File: src/rtl/demux_pkg.sv
// Shared constants and types for the registered 1-to-4 demultiplexer.
// Imported by the slot sub-module and the top level.
package demux_pkg;
   localparam int DEFAULT_WIDTH = 8;
   localparam int NUM_SLOTS     = 4;

   typedef logic [1:0] sel_t;
endpackage

File: src/rtl/demux_slot.sv
// One demux output slot: a data register and a valid flag.
// A load always wins over an ack, so a refill in the ack cycle stays valid.
module demux_slot
   import demux_pkg::*;
#(
   parameter int WIDTH = DEFAULT_WIDTH
) (
   input  logic             clk,
   input  logic             rst_n,
   input  logic             load,
   input  logic             ack,
   input  logic [WIDTH-1:0] din,
   output logic [WIDTH-1:0] dout,
   output logic             valid
);

   logic [WIDTH-1:0] data_reg;
   logic             valid_reg;

   always_ff @(posedge clk or negedge rst_n) begin
      if (!rst_n) begin
         data_reg  <= '0;
         valid_reg <= 1'b0;
      end else if (load) begin
         data_reg  <= din;
         valid_reg <= 1'b1;
      end else if (ack) begin
         valid_reg <= 1'b0;
      end
   end

   assign dout  = data_reg;
   assign valid = valid_reg;

endmodule

File: src/rtl/demux_1x4_reg.sv
// Registered 1-to-4 demultiplexer with per-slot valid/ack handshake.
// Back-pressure is per selected slot only; occ tracks the number of full slots.
module demux_1x4_reg
   import demux_pkg::*;
#(
   parameter int WIDTH = DEFAULT_WIDTH
) (
   input  logic                 clk,
   input  logic                 rst_n,
   input  logic [WIDTH-1:0]     in_data,
   input  logic                 s0,
   input  logic                 s1,
   input  logic                 in_valid,
   output logic                 in_ready,
   output logic [WIDTH-1:0]     out0,
   output logic [WIDTH-1:0]     out1,
   output logic [WIDTH-1:0]     out2,
   output logic [WIDTH-1:0]     out3,
   output logic [NUM_SLOTS-1:0] out_valid,
   input  logic [NUM_SLOTS-1:0] out_ack,
   output logic [2:0]           occ
);

   sel_t                 sel;
   logic                 accept;
   logic [NUM_SLOTS-1:0] load_vec;
   logic [NUM_SLOTS-1:0] valid_vec;
   logic [WIDTH-1:0]     data_arr [NUM_SLOTS];
   logic [2:0]           occ_reg;
   logic [2:0]           occ_next;

   assign sel      = {s1, s0};
   assign in_ready = !valid_vec[sel] | out_ack[sel];
   assign accept   = in_valid & in_ready;

   genvar gi;
   generate
      for (gi = 0; gi < NUM_SLOTS; gi++) begin : g_slot
         assign load_vec[gi] = accept && (sel == sel_t'(gi));

         demux_slot #(.WIDTH(WIDTH)) u_slot (
            .clk   (clk),
            .rst_n (rst_n),
            .load  (load_vec[gi]),
            .ack   (out_ack[gi]),
            .din   (in_data),
            .dout  (data_arr[gi]),
            .valid (valid_vec[gi])
         );
      end
   endgenerate

   // Only a fill of an empty slot or an un-refilled ack of a full slot moves the count.
   always_comb begin
      occ_next = occ_reg;
      for (int i = 0; i < NUM_SLOTS; i++) begin
         if (load_vec[i] && !valid_vec[i])
            occ_next = occ_next + 3'd1;
         else if (!load_vec[i] && out_ack[i] && valid_vec[i])
            occ_next = occ_next - 3'd1;
      end
   end

   always_ff @(posedge clk or negedge rst_n) begin
      if (!rst_n)
         occ_reg <= 3'd0;
      else
         occ_reg <= occ_next;
   end

   assign out0      = data_arr[0];
   assign out1      = data_arr[1];
   assign out2      = data_arr[2];
   assign out3      = data_arr[3];
   assign out_valid = valid_vec;
   assign occ       = occ_reg;

endmodule

File: config.mk
export PLATFORM = sky130hd
export DESIGN_NAME = demux_1x4_reg
export DESIGN_NICKNAME = d
export VERILOG_FILES = /design/src/rtl/demux_pkg.sv /design/src/rtl/demux_slot.sv /design/src/rtl/demux_1x4_reg.sv
export SDC_FILE = /design/constraint.sdc
export NUM_CORES = 1
export LEC_CHECK = 0
export CORE_ASPECT_RATIO = 1.1
export CORE_UTILIZATION = 40
export CTS_CLUSTER_DIAMETER = 150
export CTS_CLUSTER_SIZE = 14
export DETAILED_ROUTE_END_ITERATION = 12
export PLACE_DENSITY = 0.79
export SLEW_MARGIN = 20
export SYNTH_ARGS = -nofsm -noshare
export SYNTH_HDL_FRONTEND = slang
export SYNTH_SLANG_ARGS = --single-unit
File: constraint.sdc
create_clock -name clk -period 7.5 [get_ports clk]
set_input_delay 1.125 -clock clk [delete_from_list [all_inputs] [get_ports clk]]
set_output_delay 1.125 -clock clk [all_outputs]
set_load 0.02 [all_outputs]
; Yosys cells after proc, flatten, opt, wreduce, memory -nomap -nowiden
; Index checks and enable logic that the tools add are counted.
; Widths: inputs -> output; s select.
[totals]
regBits = 39
[op_classes]
add_sub_neg = 8
n_lt_le_gt_ge = 1
eq_ne = 3
n_mux = 20
bitwise = 2
reduce_logical = 30
[ops]
columns = cell, n
row1 = $mux 3, 8
row2 = $logic_and 1x1->1, 16
row3 = $add 3x1->3 const B, 4
row4 = $sub 3x1->3 const B, 4
row5 = $mux 1, 10
row6 = $logic_not 1->1, 9
row7 = $reduce_bool 2->1, 4
row8 = $bmux 1 s2, 2
row9 = $eq 2x2->1 const B, 2
row10 = $lt 2x3->1 const B, 1
row11 = $eq 2x1->1 const B, 1
row12 = $logic_not 2->1, 1
row13 = $and 1x1->1, 1
row14 = $or 1x1->1, 1

; Longest topological paths before layout
[logic_depth]
word_depth = 20
depth_mapped = 16

; Cells and area by module
; Synthesis repeated with hierarchy kept, for this count alone.
[unflattened]
hier_cells = 166
hier_area_um2 = 2162.1
[by_module_without_submodules]
columns = module, instances, cells_per_inst, area_per_inst_um2, seq_area_each_um2
row1 = demux_slot, 4, 20, 369.1, 225.2
row2 = demux_1x4_reg, 1, 86, 685.7, 75.1

; Worst setup path before layout
; OpenSTA, ideal clock, no wires.
[synth_timing]
path_type = input to register
startpoint = input s0
endpoint = register occ_reg[2] (netlist: occ[2])
t_arrival_ps = 4268
setup_slack_ps = 3107
cell_stages = 14
path_buffers = 1
path_cell_list = or3b_1 -> buf_6 -> a32oi_1 -> o21ai_0 -> ha_1 -> o311a_1 -> ha_1 -> mux2_2 -> a21o_1 -> ha_1 -> nor3b_1 -> a41oi_1 -> xor2_1 -> xnor2_1
[synth_via]
elab_chain_len = 20
elab_cells_between_ends = 45
[synth_rtl]
columns = element, line
row1 = start: declaration, demux_1x4_reg.sv:11  ; input logic s0,
row2 = $bmux 1 s2, demux_1x4_reg.sv:33  ; assign in_ready = !valid_vec[sel] | out_ack[sel];
row3 = $mux 1 (not written as such), demux_1x4_reg.sv:33
row4 = $logic_not 1->1, demux_1x4_reg.sv:33
row5 = $or 1x1->1, demux_1x4_reg.sv:33
row6 = $and 1x1->1, demux_1x4_reg.sv:34  ; assign accept = in_valid & in_ready;
row7 = $logic_and 1x1->1, demux_1x4_reg.sv:39  ; assign load_vec[gi] = accept && (sel == sel_t'(gi));
row8 = $logic_not 1->1, demux_1x4_reg.sv:59  ; else if (!load_vec[i] && out_ack[i] && valid_vec[i])
row9 = $logic_and 1x1->1 (2 in series), demux_1x4_reg.sv:59
row10 = [4 not listed], --
row11 = $mux 3, demux_1x4_reg.sv:57  ; if (load_vec[i] && !valid_vec[i])
row12 = $sub 3x1->3, demux_1x4_reg.sv:60  ; occ_next = occ_next - 3'd1;
row13 = $mux 3, demux_1x4_reg.sv:59
row14 = $mux 3, demux_1x4_reg.sv:57
row15 = $sub 3x1->3, demux_1x4_reg.sv:60
row16 = $mux 3, demux_1x4_reg.sv:59
row17 = $mux 3 *, demux_1x4_reg.sv:57
row18 = net occ_next[2], demux_1x4_reg.sv:30  ; logic [2:0] occ_next;
row19 = end signal: assignment, demux_1x4_reg.sv:68  ; occ_reg <= occ_next;
row20 = end: declaration, demux_1x4_reg.sv:29  ; logic [2:0] occ_reg;
; The timed path passes the listed nets; every way through them passes the cells marked *. The select of a mux whose other input is x is not followed.
; A chain may end at the register's enable or synchronous reset.

; Worst setup path after layout
; Same ends and word-level chain as after synthesis.

==> impl_metrics.csv <==
group,metric,value,unit
layout,drive_gt1_share,21.4,%
die,ios,57,
timing,finalMaxSlewViolations,0,
timing,layout_min_cycle_time,4.89,ns
layout,layout.nets,240,
layout,area_growth,32.9,%
critical_path,end_kind,"flop",
layout,largest_reg_flops,32,
timing,fin_crit_sh,65.1,%
die,fp.dieArea,5360,µm²
critical_path,crit_top_cell,"ha_1",
timing,relSlewSlack,35.5,%
die,fp.dieW,69.9,µm
clock_network,post_cts_buffers,0,
routing,vias,1436,
yosys,netlist.area_leader.share,48.1,%
yosys,synth_cells,159,
layout,diodes,0,
die,placementRows,26,
layout,mostFrequentLayoutCell,"clkdlybuf4s50_1",
place,place_congestion,0.850,
timing,fmax,205,MHz
clock_network,clockBufferDepth,2,
yosys,yosys_warnings,0,
critical_path,rr_endpoint,"occ[2]",
clock_network,cts_tree,"yes",
yosys,synth.cell_area,2030,µm²
timing,fin_tns_setup,0,ns
timing,setup_violations,0,
clock_network,post_cts_resized,0,
clock_network,path_clk_slew,0.07,ns
layout,fillCellCount,391,
layout,layout_common_cells,"clkdlybuf4s50_1 (55), dfrtp_1 (39), mux2_2 (34), nand2_1 (9), ha_1 (9)",
run_status,status,"completed",
power_and_ir_drop,max-vdd-ir-drop,0.000157,V
clock_network,cts.sinks,39,
timing,clock_skew,0.00398,ns
critical_path,worstPathCellList,"clkdlybuf4s50_1 > or3b_1 > a32oi_1 > o21ai_0 > ha_1 > o311a_1 > ha_1 > mux2_2 > a21o_1 > ha_1 > nor3b_1 > a41oi_1 > xor2_1 > xnor2_1",
die,die_y,76.7,µm
power_and_ir_drop,power_density,300,nW/µm²
run,drv_cap,0,
yosys,synthDistinctLibCells,36,
routing,detail-route-antenna-nets,0,
critical_path,ff2ff_setup_slack,3.63,ns
layout,seq_area,976,µm²
global_route,antenna_found_initial,0,
routing,vias_per_cell,5.30,
critical_path,worstSetupEndpoint,"occ[2]",
critical_path,path_class,"in -> reg",
critical_path,crit_fanout,7,
power_and_ir_drop,p_total,810,µW
global_route,grt_pass1_vias,1460,
yosys,syn_nets,185,
clock_network,clock_latency,0.29,ns
timing,hold_viol_final,0,
yosys,synth_edf_count,0,
critical_path,cp.arrival,5.10,ns
layout,multi_input_area,971,µm²
global_route,grt_pass1_wl,7040,µm
critical_path,cp_slowest_stage_delay,0.54,ns
routing,drc_errors,0,
routing,dr.pass1.iters,4,
place,dp_hpwl,3090,µm
yosys,ys.flop_type,"dfrtp_1",
routing,wl_per_cell,15.6,µm
yosys,netlist_top_cells_area,"dfrtp_1 (48%), mux2_2 (19%), ha_1 (5.5%)",
critical_path,r2r_cells,13,
yosys,avgSynthCellArea,12.8,µm²
routing,drt_iter0_drc,36,
timing,worst_slew_pin_slew,0.965,ns
critical_path,critPathLaunchType,"input pin",
clock_network,postCtsHoldBufs,0,
timing,rsz0062_at_grt,"false",
power_and_ir_drop,p_leak,0.00115,µW
global_route,grt_max_degree,40,
yosys,ys_async_sr_fraction,100,%
timing,holdWs,0.507,ns
clock_network,cts_max_level,2,
critical_path,rr_startpoint,"g_slot[0].u_slot.valid",
worst_hold_path,hold_path.class,"reg -> reg",
yosys,ys_seq_area_share,48.1,%
die,design.core.area,4750,µm²
critical_path,crit_start,"s0",
global_route,gr-total-overflow,0,
routing,totalWireLength,4230,µm
critical_path,timing.critical_path.slowest_stage_cell,"or3b_1",
yosys,synth_top_area_cell,"dfrtp_1",
clock_network,cts-root-buf,"clkbuf_8",
clock_network,numCtsBuffers,5,
global_route,track_usage,16.8,%
yosys,synth_seq_cells,39,
critical_path,crit_required,7.71,ns
die,start_util,42.7,%
place,numPortBuffers,56,
## report_power, final
group          switching (µW)  internal (µW)  leakage, µW
logic                     179            195     0.000633
registers                32.9            257     0.000466
clock network            71.2           75.3    0.0000484
total                     283            527      0.00115
## cells in the mapped netlist (all sizes together) (4+ instances only)
| master | instances |
|---|---|
| buf | 5 |
| inv | 8 |
| nand2b | 6 |
| nand2 | 9 |
| nor2b | 4 |
| dfrtp | 39 |
| mux2 | 34 |
| ha | 9 |
| xnor2 | 5 |
## cells by family (layout without fill, tap and decap cells)
family / after synthesis / after routing / synth area share [%]
compound gates: 16 / 16 / 6.72
xor+xnor: 8 / 8 / 5.12
fa+ha+maj: 9 / 9 / 5.55
buf+inv: 16 / 72 / 4.07
flops: 39 / 39 / 48.1
mux: 36 / 36 / 20.7
simple gates: 35 / 35 / 9.80
## worst min path at each step
stage | end | depth (start not counted) | startpoint
2_1_floorplan | g_slot[2].u_slot.valid | 2 | g_slot[2].u_slot.valid
3_3_place_gp | g_slot[0].u_slot.dout[1] | 1 | g_slot[0].u_slot.dout[1]
3_5_place_dp | g_slot[0].u_slot.dout[3] | 1 | g_slot[0].u_slot.dout[3]
4_1_cts | g_slot[3].u_slot.dout[5] | 1 | g_slot[3].u_slot.dout[5]
5_1_grt | g_slot[2].u_slot.dout[0] | 1 | g_slot[2].u_slot.dout[0]
6_report | g_slot[1].u_slot.dout[5] | 1 | g_slot[1].u_slot.dout[5]
## stage by stage
step	instance area, µm²	cells	utilization [%]	worst slack, ns
2_1_floorplan	2030	159	-	3.11
5_1_grt	2700	271	56.8	2.34
3_5_place_dp	2600	263	54.8	2.34
3_3_place_gp	2600	263	54.8	2.44
4_1_cts	2700	271	56.8	2.63
6_report	2700	271	56.8	2.61
## routing by layer
| metal | GRT usage (%) | vias to the layer above | part of all wire (%) |
|---|---|---|---|
| li1 | - | 680 | - |
| met3 | 7.36 | 5 | 8.5 |
| met1 | 21.0 | 704 | 44 |
| met4 | 5.40 | 0 | 1.2 |
| met5 | 0 | - | 0 |
| met2 | 26.1 | 47 | 46 |
## area by class of cell
type | count | share of cell area [%]
sequential | 39 | 36.2
clock buffer | 7 | 3.20
multi-input combinational | 104 | 36.0
clock inverter | 1 | 0.325
inverter | 8 | 1.11
timing repair buffer | 56 | 20.6
tap | 56 | 2.60
## worst max-delay path: cells and delay by family
family                   cells  cell delay (ns)
AO/OA/AOI/OAI                5             1.23
XOR/XNOR                     2             0.32
adder cells (fa/ha/maj)      3             0.86
buffers and inverters        1             0.51
multiplexers                 1             0.36
AND/OR/NAND/NOR              2             0.67
Power figures use the tool's default switching activity.
